<file path="src/rtl/cache_arbiter.sv">
// Arbitrates one physical-memory port between the I-cache and D-cache.
// Optional round-robin tie-break enabled by defining CACHE_ARB_ROUND_ROBIN_EN.
module cache_arbiter (
    input  logic         clk,
    input  logic         rst,
    input  logic         i_pmem_read,
    input  logic [15:0]  i_pmem_address,
    output logic [127:0] i_pmem_rdata,
    output logic         i_pmem_resp,
    input  logic         d_pmem_read,
    input  logic         d_pmem_write,
    input  logic [15:0]  d_pmem_address,
    input  logic [127:0] d_pmem_wdata,
    output logic [127:0] d_pmem_rdata,
    output logic         d_pmem_resp,
    output logic         pmem_read,
    output logic         pmem_write,
    output logic [15:0]  pmem_address,
    output logic [127:0] pmem_wdata,
    input  logic [127:0] pmem_rdata,
    input  logic         pmem_resp
);

    localparam int unsigned ADDR_W = 16;
    localparam int unsigned DATA_W = 128;
    localparam logic [ADDR_W-1:0] LINE_MASK = 16'hFFF0;

    typedef enum logic [1:0] {
        IDLE    = 2'd0,
        SERVE_I = 2'd1,
        SERVE_D = 2'd2
    } state_t;

    state_t            state, state_nx;
    logic              read_nx, write_nx;
    logic [ADDR_W-1:0] addr_nx;
    logic [DATA_W-1:0] wdata_nx;
    logic              i_req, d_req, grant_i, grant_d;

    assign i_req = i_pmem_read;
    assign d_req = d_pmem_read | d_pmem_write;

`ifdef CACHE_ARB_ROUND_ROBIN_EN
    // last_d high means D was served most recently; a tie goes to the other side
    logic last_d, last_d_nx;
    assign grant_d = d_req & (~i_req | ~last_d);
`else
    assign grant_d = d_req;
`endif
    assign grant_i = i_req & ~grant_d;

    // Next-state and next-command selection
    always_comb begin
        state_nx = state;
        read_nx  = pmem_read;
        write_nx = pmem_write;
        addr_nx  = pmem_address;
        wdata_nx = pmem_wdata;
`ifdef CACHE_ARB_ROUND_ROBIN_EN
        last_d_nx = last_d;
`endif
        case (state)
            IDLE: begin
                if (grant_d) begin
                    state_nx = SERVE_D;
                    addr_nx  = d_pmem_address & LINE_MASK;
                    wdata_nx = d_pmem_wdata;
                    write_nx = d_pmem_write;
                    read_nx  = ~d_pmem_write;
                end else if (grant_i) begin
                    state_nx = SERVE_I;
                    addr_nx  = i_pmem_address & LINE_MASK;
                    read_nx  = 1'b1;
                    write_nx = 1'b0;
                end
            end
            SERVE_I: begin
                if (pmem_resp) begin
                    state_nx = IDLE;
                    read_nx  = 1'b0;
                    write_nx = 1'b0;
`ifdef CACHE_ARB_ROUND_ROBIN_EN
                    last_d_nx = 1'b0;
`endif
                end
            end
            SERVE_D: begin
                if (pmem_resp) begin
                    state_nx = IDLE;
                    read_nx  = 1'b0;
                    write_nx = 1'b0;
`ifdef CACHE_ARB_ROUND_ROBIN_EN
                    last_d_nx = 1'b1;
`endif
                end
            end
            default: state_nx = IDLE;
        endcase
    end

    // State and registered memory command
    always_ff @(posedge clk) begin
        if (rst) begin
            state        <= IDLE;
            pmem_read    <= 1'b0;
            pmem_write   <= 1'b0;
            pmem_address <= '0;
            pmem_wdata   <= '0;
        end else begin
            state        <= state_nx;
            pmem_read    <= read_nx;
            pmem_write   <= write_nx;
            pmem_address <= addr_nx;
            pmem_wdata   <= wdata_nx;
        end
    end

`ifdef CACHE_ARB_ROUND_ROBIN_EN
    always_ff @(posedge clk) begin
        if (rst) last_d <= 1'b0;
        else     last_d <= last_d_nx;
    end
`endif

    // Response is routed only to the requester currently being served
    assign i_pmem_resp  = pmem_resp & (state == SERVE_I);
    assign d_pmem_resp  = pmem_resp & (state == SERVE_D);
    assign i_pmem_rdata = pmem_rdata;
    assign d_pmem_rdata = pmem_rdata;

endmodule

</file>
<file path="config.mk">
export PLATFORM = sky130hd
export DESIGN_NAME = cache_arbiter
export DESIGN_NICKNAME = d
export VERILOG_FILES = /design/src/rtl/cache_arbiter.sv
export SDC_FILE = /design/constraint.sdc
export NUM_CORES = 1
export LEC_CHECK = 0
export BUFFER_PORTS_ARGS = -buffer_cell sky130_fd_sc_hd__buf_2
export CORE_AREA = 2 2 270 272
export CTS_CLUSTER_SIZE = 16
export DETAILED_ROUTE_END_ITERATION = 12
export DIE_AREA = 0 0 272 274
export PLACE_DENSITY_LB_ADDON = 0.15
export SETUP_SLACK_MARGIN = 0.4
export SLEW_MARGIN = 10
export SYNTH_ARGS = -nofsm -noshare
export SYNTH_HDL_FRONTEND = slang
export SYNTH_SLANG_ARGS = --single-unit
</file>
<file path="constraint.sdc">
create_clock -name clk -period 2 [get_ports clk]
set_input_delay 0.2 -clock clk [delete_from_list [all_inputs] [get_ports clk]]
set_output_delay 0.2 -clock clk [all_outputs]
set_load 0.02 [all_outputs]
</file>
* Yosys cells after proc, flatten, opt, wreduce, memory -nomap -nowiden
Index checks and enable logic that the tools add are counted.
** Cells by class
- Bitwise operators :: 6
- Multiply operators :: 0
- Reductions and logical operators :: 8
- Add/subtract/negate cells :: 0
- Divide/modulo/power cells :: 0
- Eq/ne operators :: 4
- Muxes and demuxes :: 13
- $lt $le $gt $ge :: 0
- Shifts and indexed selects :: 0
** Operators by type and width (count)
- 2-to-1 mux 16 bit :: 2
- 2-to-1 mux 2 bit :: 3
- AND reduction 2 bit :: 3
- 2-to-1 mux 1 bit :: 5
- case mux 1 bit (2 select lines) :: 2
- case mux 2 bit (2 select lines) :: 1
- nonzero test 2 bit :: 2
- AND 1 bit :: 3
- != test 3 bit (second input constant) :: 1
- AND reduction 3 bit :: 1
- == test 2 x 1 -> 1 bit (second input constant) :: 1
- == test 2 bit (second input constant) :: 1
- zero test 2 bit :: 1
- != test 2 x 1 -> 1 bit (second input constant) :: 1
- NOT 1 bit :: 2
- OR reduction 2 bit :: 1
- OR 1 bit :: 1
** Storage, ports and cells
- Bits in registers :: 148
- Bits of input ports :: 294
- Output and inout port bits :: 404
- Bits in latches :: 0
- Memories kept :: 0
- Logic and storage cells :: 36
- Memory bits (writable) :: 0
- Memory bits (read-only) :: 0

* Longest topological paths before layout
- Word-level depth :: 6
- Mapped depth :: 7
- Gate-level depth less buffers :: 5

* Least setup slack after synthesis
Ideal clock, no wire load.
- Path type :: register -> register
- Start point :: reg state[0]
- End point :: reg pmem_write
- Path buffers :: 0
- Data arrival time :: 1.468 ns
- Library setup time :: 0.070 ns
- Period minus slack after synthesis :: 1.539 ns
- Slack :: 0.461 ns
- Required time :: 1.930 ns
- Cell stages (with the launch flop) :: 6
- Cell sequence :: dfxtp_1 > inv_1 > ha_1 > nor2b_1 > or4b_1 > a21oi_1
** On the way
- Longest elaborated chain between the ends :: 4
- Elaborated cells between the ends (all ways) :: 9
- Classes of those cells :: eq/ne (4); mux (1); reduce/logical (4)
** Ends and longest elaborated chain
- from (decl) :: RTL line 34 : state_t state, state_nx;
- from (signal assigned) :: RTL line 110 : state <= state_nx;
- == test 2 x 1 -> 1 bit or == test 2 bit (tied branches) :: RTL line 62 : case (state)
- OR reduction 2 bit (no line)
- != test 2 x 1 -> 1 bit (no line) or nonzero test 2 bit (tied branches)
- AND reduction 3 bit (no line)
- to (signal assigned) :: RTL line 112 : pmem_write <= write_nx;
- to (decl) :: RTL line 17 : output logic pmem_write,
Parallel ways exist; a longest one is shown, timed or not.
A chain may end at the register's enable or synchronous reset.

* Final worst setup path
Same ends and word-level chain as after synthesis.

==> impl_results.md <==
- Seq/Total Area, Yosys: 40.3%
- Worst Path Max Fanout: 5
- P per Cell Area: 892 mW/mm^2
- H-Tree Level Count: 4
- Crit Reg-Reg Startpoint: state[0]
- Ports: 698
- FFs w/ async S/R, synth: 0%
- First-pass GRT wire length: 37,200 um
- Core Rows: 99
- Core ar.: 0.0720 mm^2
- Setup tns final: 0 ns
- Initial DRT Pass Iterations: 4
- P_int: 6.07 mW
- CTS max path bufs: 2
- Fmax: 645 MHz
- Die width: 272 um
- Area of the multi-input gates: 0.00210 mm^2
- FF-to-FF setup slack: 0.45 ns
- Critical Path AT: 1.97 ns
- Drc violations: 0
- Grt total ovfl: 0
- Distinct cells, synth: 24
- Count leader, synth: buf_4
- Clk root buf: clkbuf_16
- Hpwl dp: 18,400 um
- Total track usage: 6.77%
- Fin nets: 1,397
- Worst endpoint required time: 2.41 ns
- Fill count: 8,323
- Slowest-stage cell, CP: or4b_1
- IO buf count: 301
- Total power: 9.06 mW
- Clk_skew: 0.0135 ns
- Share of total power in the clock network: 38.5%
- Post-Place Worst Slack: 0.292 ns
- Die area: 0.0745 mm^2
- Startpoint Class: flop
- P&R area growth vs syn: 41.9%
- Max-Cap Viols: 0
- Slew Limit Fails: 0
- Sink of the worst hold path: state[0]
- Dominant synthesized flop cell: dfxtp_1
- Leak pwr: 4.39 nW
- Worst-Skew Late Latency: 0.48 ns
- List of most frequent post-synthesis cells: buf_4 (273), nand2_1 (269), dfxtp_1 (144)
- Final setup fails: 0
- CTS tree: built
- DRT antenna net count: 0
- Drt wl/cell: 12.9 um
- Reg power frac: 36.5%
- Min-delay src: i_pmem_read
- FF-to-FF End: pmem_write
- Crit path largest cell delay: 0.51 ns
- Via count: 6,163
- Max VDD drop: 0.439 mV
- Unrepaired setup endpoints after global routing: yes
- EDFF count, synth: 0
- R2R depth: 5
- DR iter-0 viols: 171
- Comb power frac: 25.0%
- Drt total wl: 26,800 um
- Final-report hold violation count: 0
- Hold path cells: 3
- NetSw: 2.99 mW
- Total CTS buffers: 17
- Hold crit path type: primary input to flop
- Reg area: 0.00289 mm^2
- Gate count of the mapped netlist: 914
- CP Class: flop to flop
- Worst Setup End Kind: flop
- Tmin final: 1.55 ns
- Share of layout cells above drive strength 1: 33.0%
- Hold slack: 0.0692 ns
- Top-area cell type share of the netlist area: 40.3%
- Synth warnings: 0
- Post-Syn Area: 0.00716 mm^2
- Clk slew on worst S/H paths: 0.07 ns
- Via density: 2.97
- Initial antenna violation count: 2
- Synth area leaders: dfxtp_1 (40%), buf_4 (29%), nand2_1 (14%), a21oi_1 (9.3%), a311oi_1 (1.5%)
- Outcome: complete, no violations
- Tcrit/Tclk final: 77.6%
- Gpl congestion: 0.687
- Starting Density: 9.95%
- Largest net degree at the start of global routing: 79
- Switching Share: 33.0%
- Final worst setup slack: 0.449 ns
- Cell taking the most area after synthesis: dfxtp_1
- Worst-path cell chain: inv_4 -> ha_4 -> nor2b_1 -> or4b_1 -> a21oi_2
- Num Clock Sinks: 144
- Avg Synthesized Cell Area: 7.84 um^2
- Seq cells post-synth: 144
- Vias in the first global route: 6,131
- Fin area: 0.0102 mm^2
- Post-Place Cell Area: 0.00789 mm^2
- Die height: 274 um
[per-stage QoR]
step | instances | util, %
floorplan | 917 | -
global placement | 1884 | 11.0
detailed placement | 1884 | 11.0
CTS | 2066 | 13.9
global route | 2071 | 14.1
finish | 2072 | 14.1
[cells by family after synthesis]
family          Yosys count  share of synthesized area (%)
buf+inv                 312                           31.2
other cells               1                         0.0524
compound gates          163                           12.2
simple gates            290                           15.7
flops                   144                           40.3
fa+ha+maj                 4                          0.699
[critical path: cells and delay by family (launching register included)]
| family | cells | cell delay [ns] |
|---|---|---|
| AO/OA/AOI/OAI | 1 | 0.14 |
| adder cells (fa/ha/maj) | 1 | 0.24 |
| buffers and inverters | 1 | 0.04 |
| flip-flops | 1 | 0.38 |
| AND/OR/NAND/NOR | 2 | 0.69 |
[state kept, by name (all words and copies together), names as in the netlist]
signal,count
pmem_read,1
pmem_write,1
pmem_address,12
state,2
pmem_wdata,128
[worst max-delay path by stage]
stage,from,to,slack (ns),cells past startpoint
after floorplan,state[0],pmem_write,0.46,5
after global placement,state[0],pmem_wdata[60],0.33,6
after detailed placement,state[0],pmem_wdata[60],0.29,6
after CTS,state[0],pmem_wdata[117],0.39,7
after global routing,state[0],pmem_write,0.39,5
final,state[0],pmem_write,0.45,5
[repair_timing]
item                       CTS  global route
setup endpoints to repair  135           104
gates resized for setup     12            10
buffers inserted             0             3
hold buffers               150             0
hold endpoints to repair   138             0
gates cloned                 0             2
[power groups by stage]
stage	registers, mW	clock network, mW	logic [mW]
floorplan	3.74	0	1.51
global placement	3.37	0	1.97
detailed placement	3.38	0	1.97
CTS	3.31	3.75	2.22
global route	3.35	3.82	2.50
finish	3.31	3.49	2.26
[area by class of cell]
cell class,instances,share of cell area [%]
Tap cell,959,11.8
Timing Repair Buffer,473,33.0
Multi-Input combinational cell,461,20.7
Sequential cell,144,28.4
Antenna cell,1,0.0246
Clock inverter,15,1.77
Clock buffer,17,4.19
Inverter,2,0.123
[cells in the final DEF, fill, tap and decap left out, types with 2 or more instances in the layout]
cell type,instances
dfxtp_1,142
buf_6,2
inv_6,5
dfxtp_4,2
dlygate4sd3_1,150
a311oi_1,12
buf_4,10
clkbuf_16,19
o21ai_0,13
buf_8,2
o31ai_1,2
clkinv_2,4
inv_4,2
bufinv_16,3
buf_12,9
clkinv_4,3
ha_2,2
nand2_1,269
a21oi_1,132
conb_1,4
nor2_1,13
buf_2,298
[per-layer routing]
| metal | GRT usage [%] | part of all wire [%] | vias to the layer above |
|---|---|---|---|
| met3 | 2.76 | 8.2 | 88 |
| met5 | 0.513 | 0.28 | - |
| met1 | 7.30 | 41 | 2779 |
| met4 | 5.32 | 5.1 | 6 |
| li1 | - | - | 3026 |
| met2 | 10.5 | 46 | 264 |
Power figures use the tool's default switching activity.
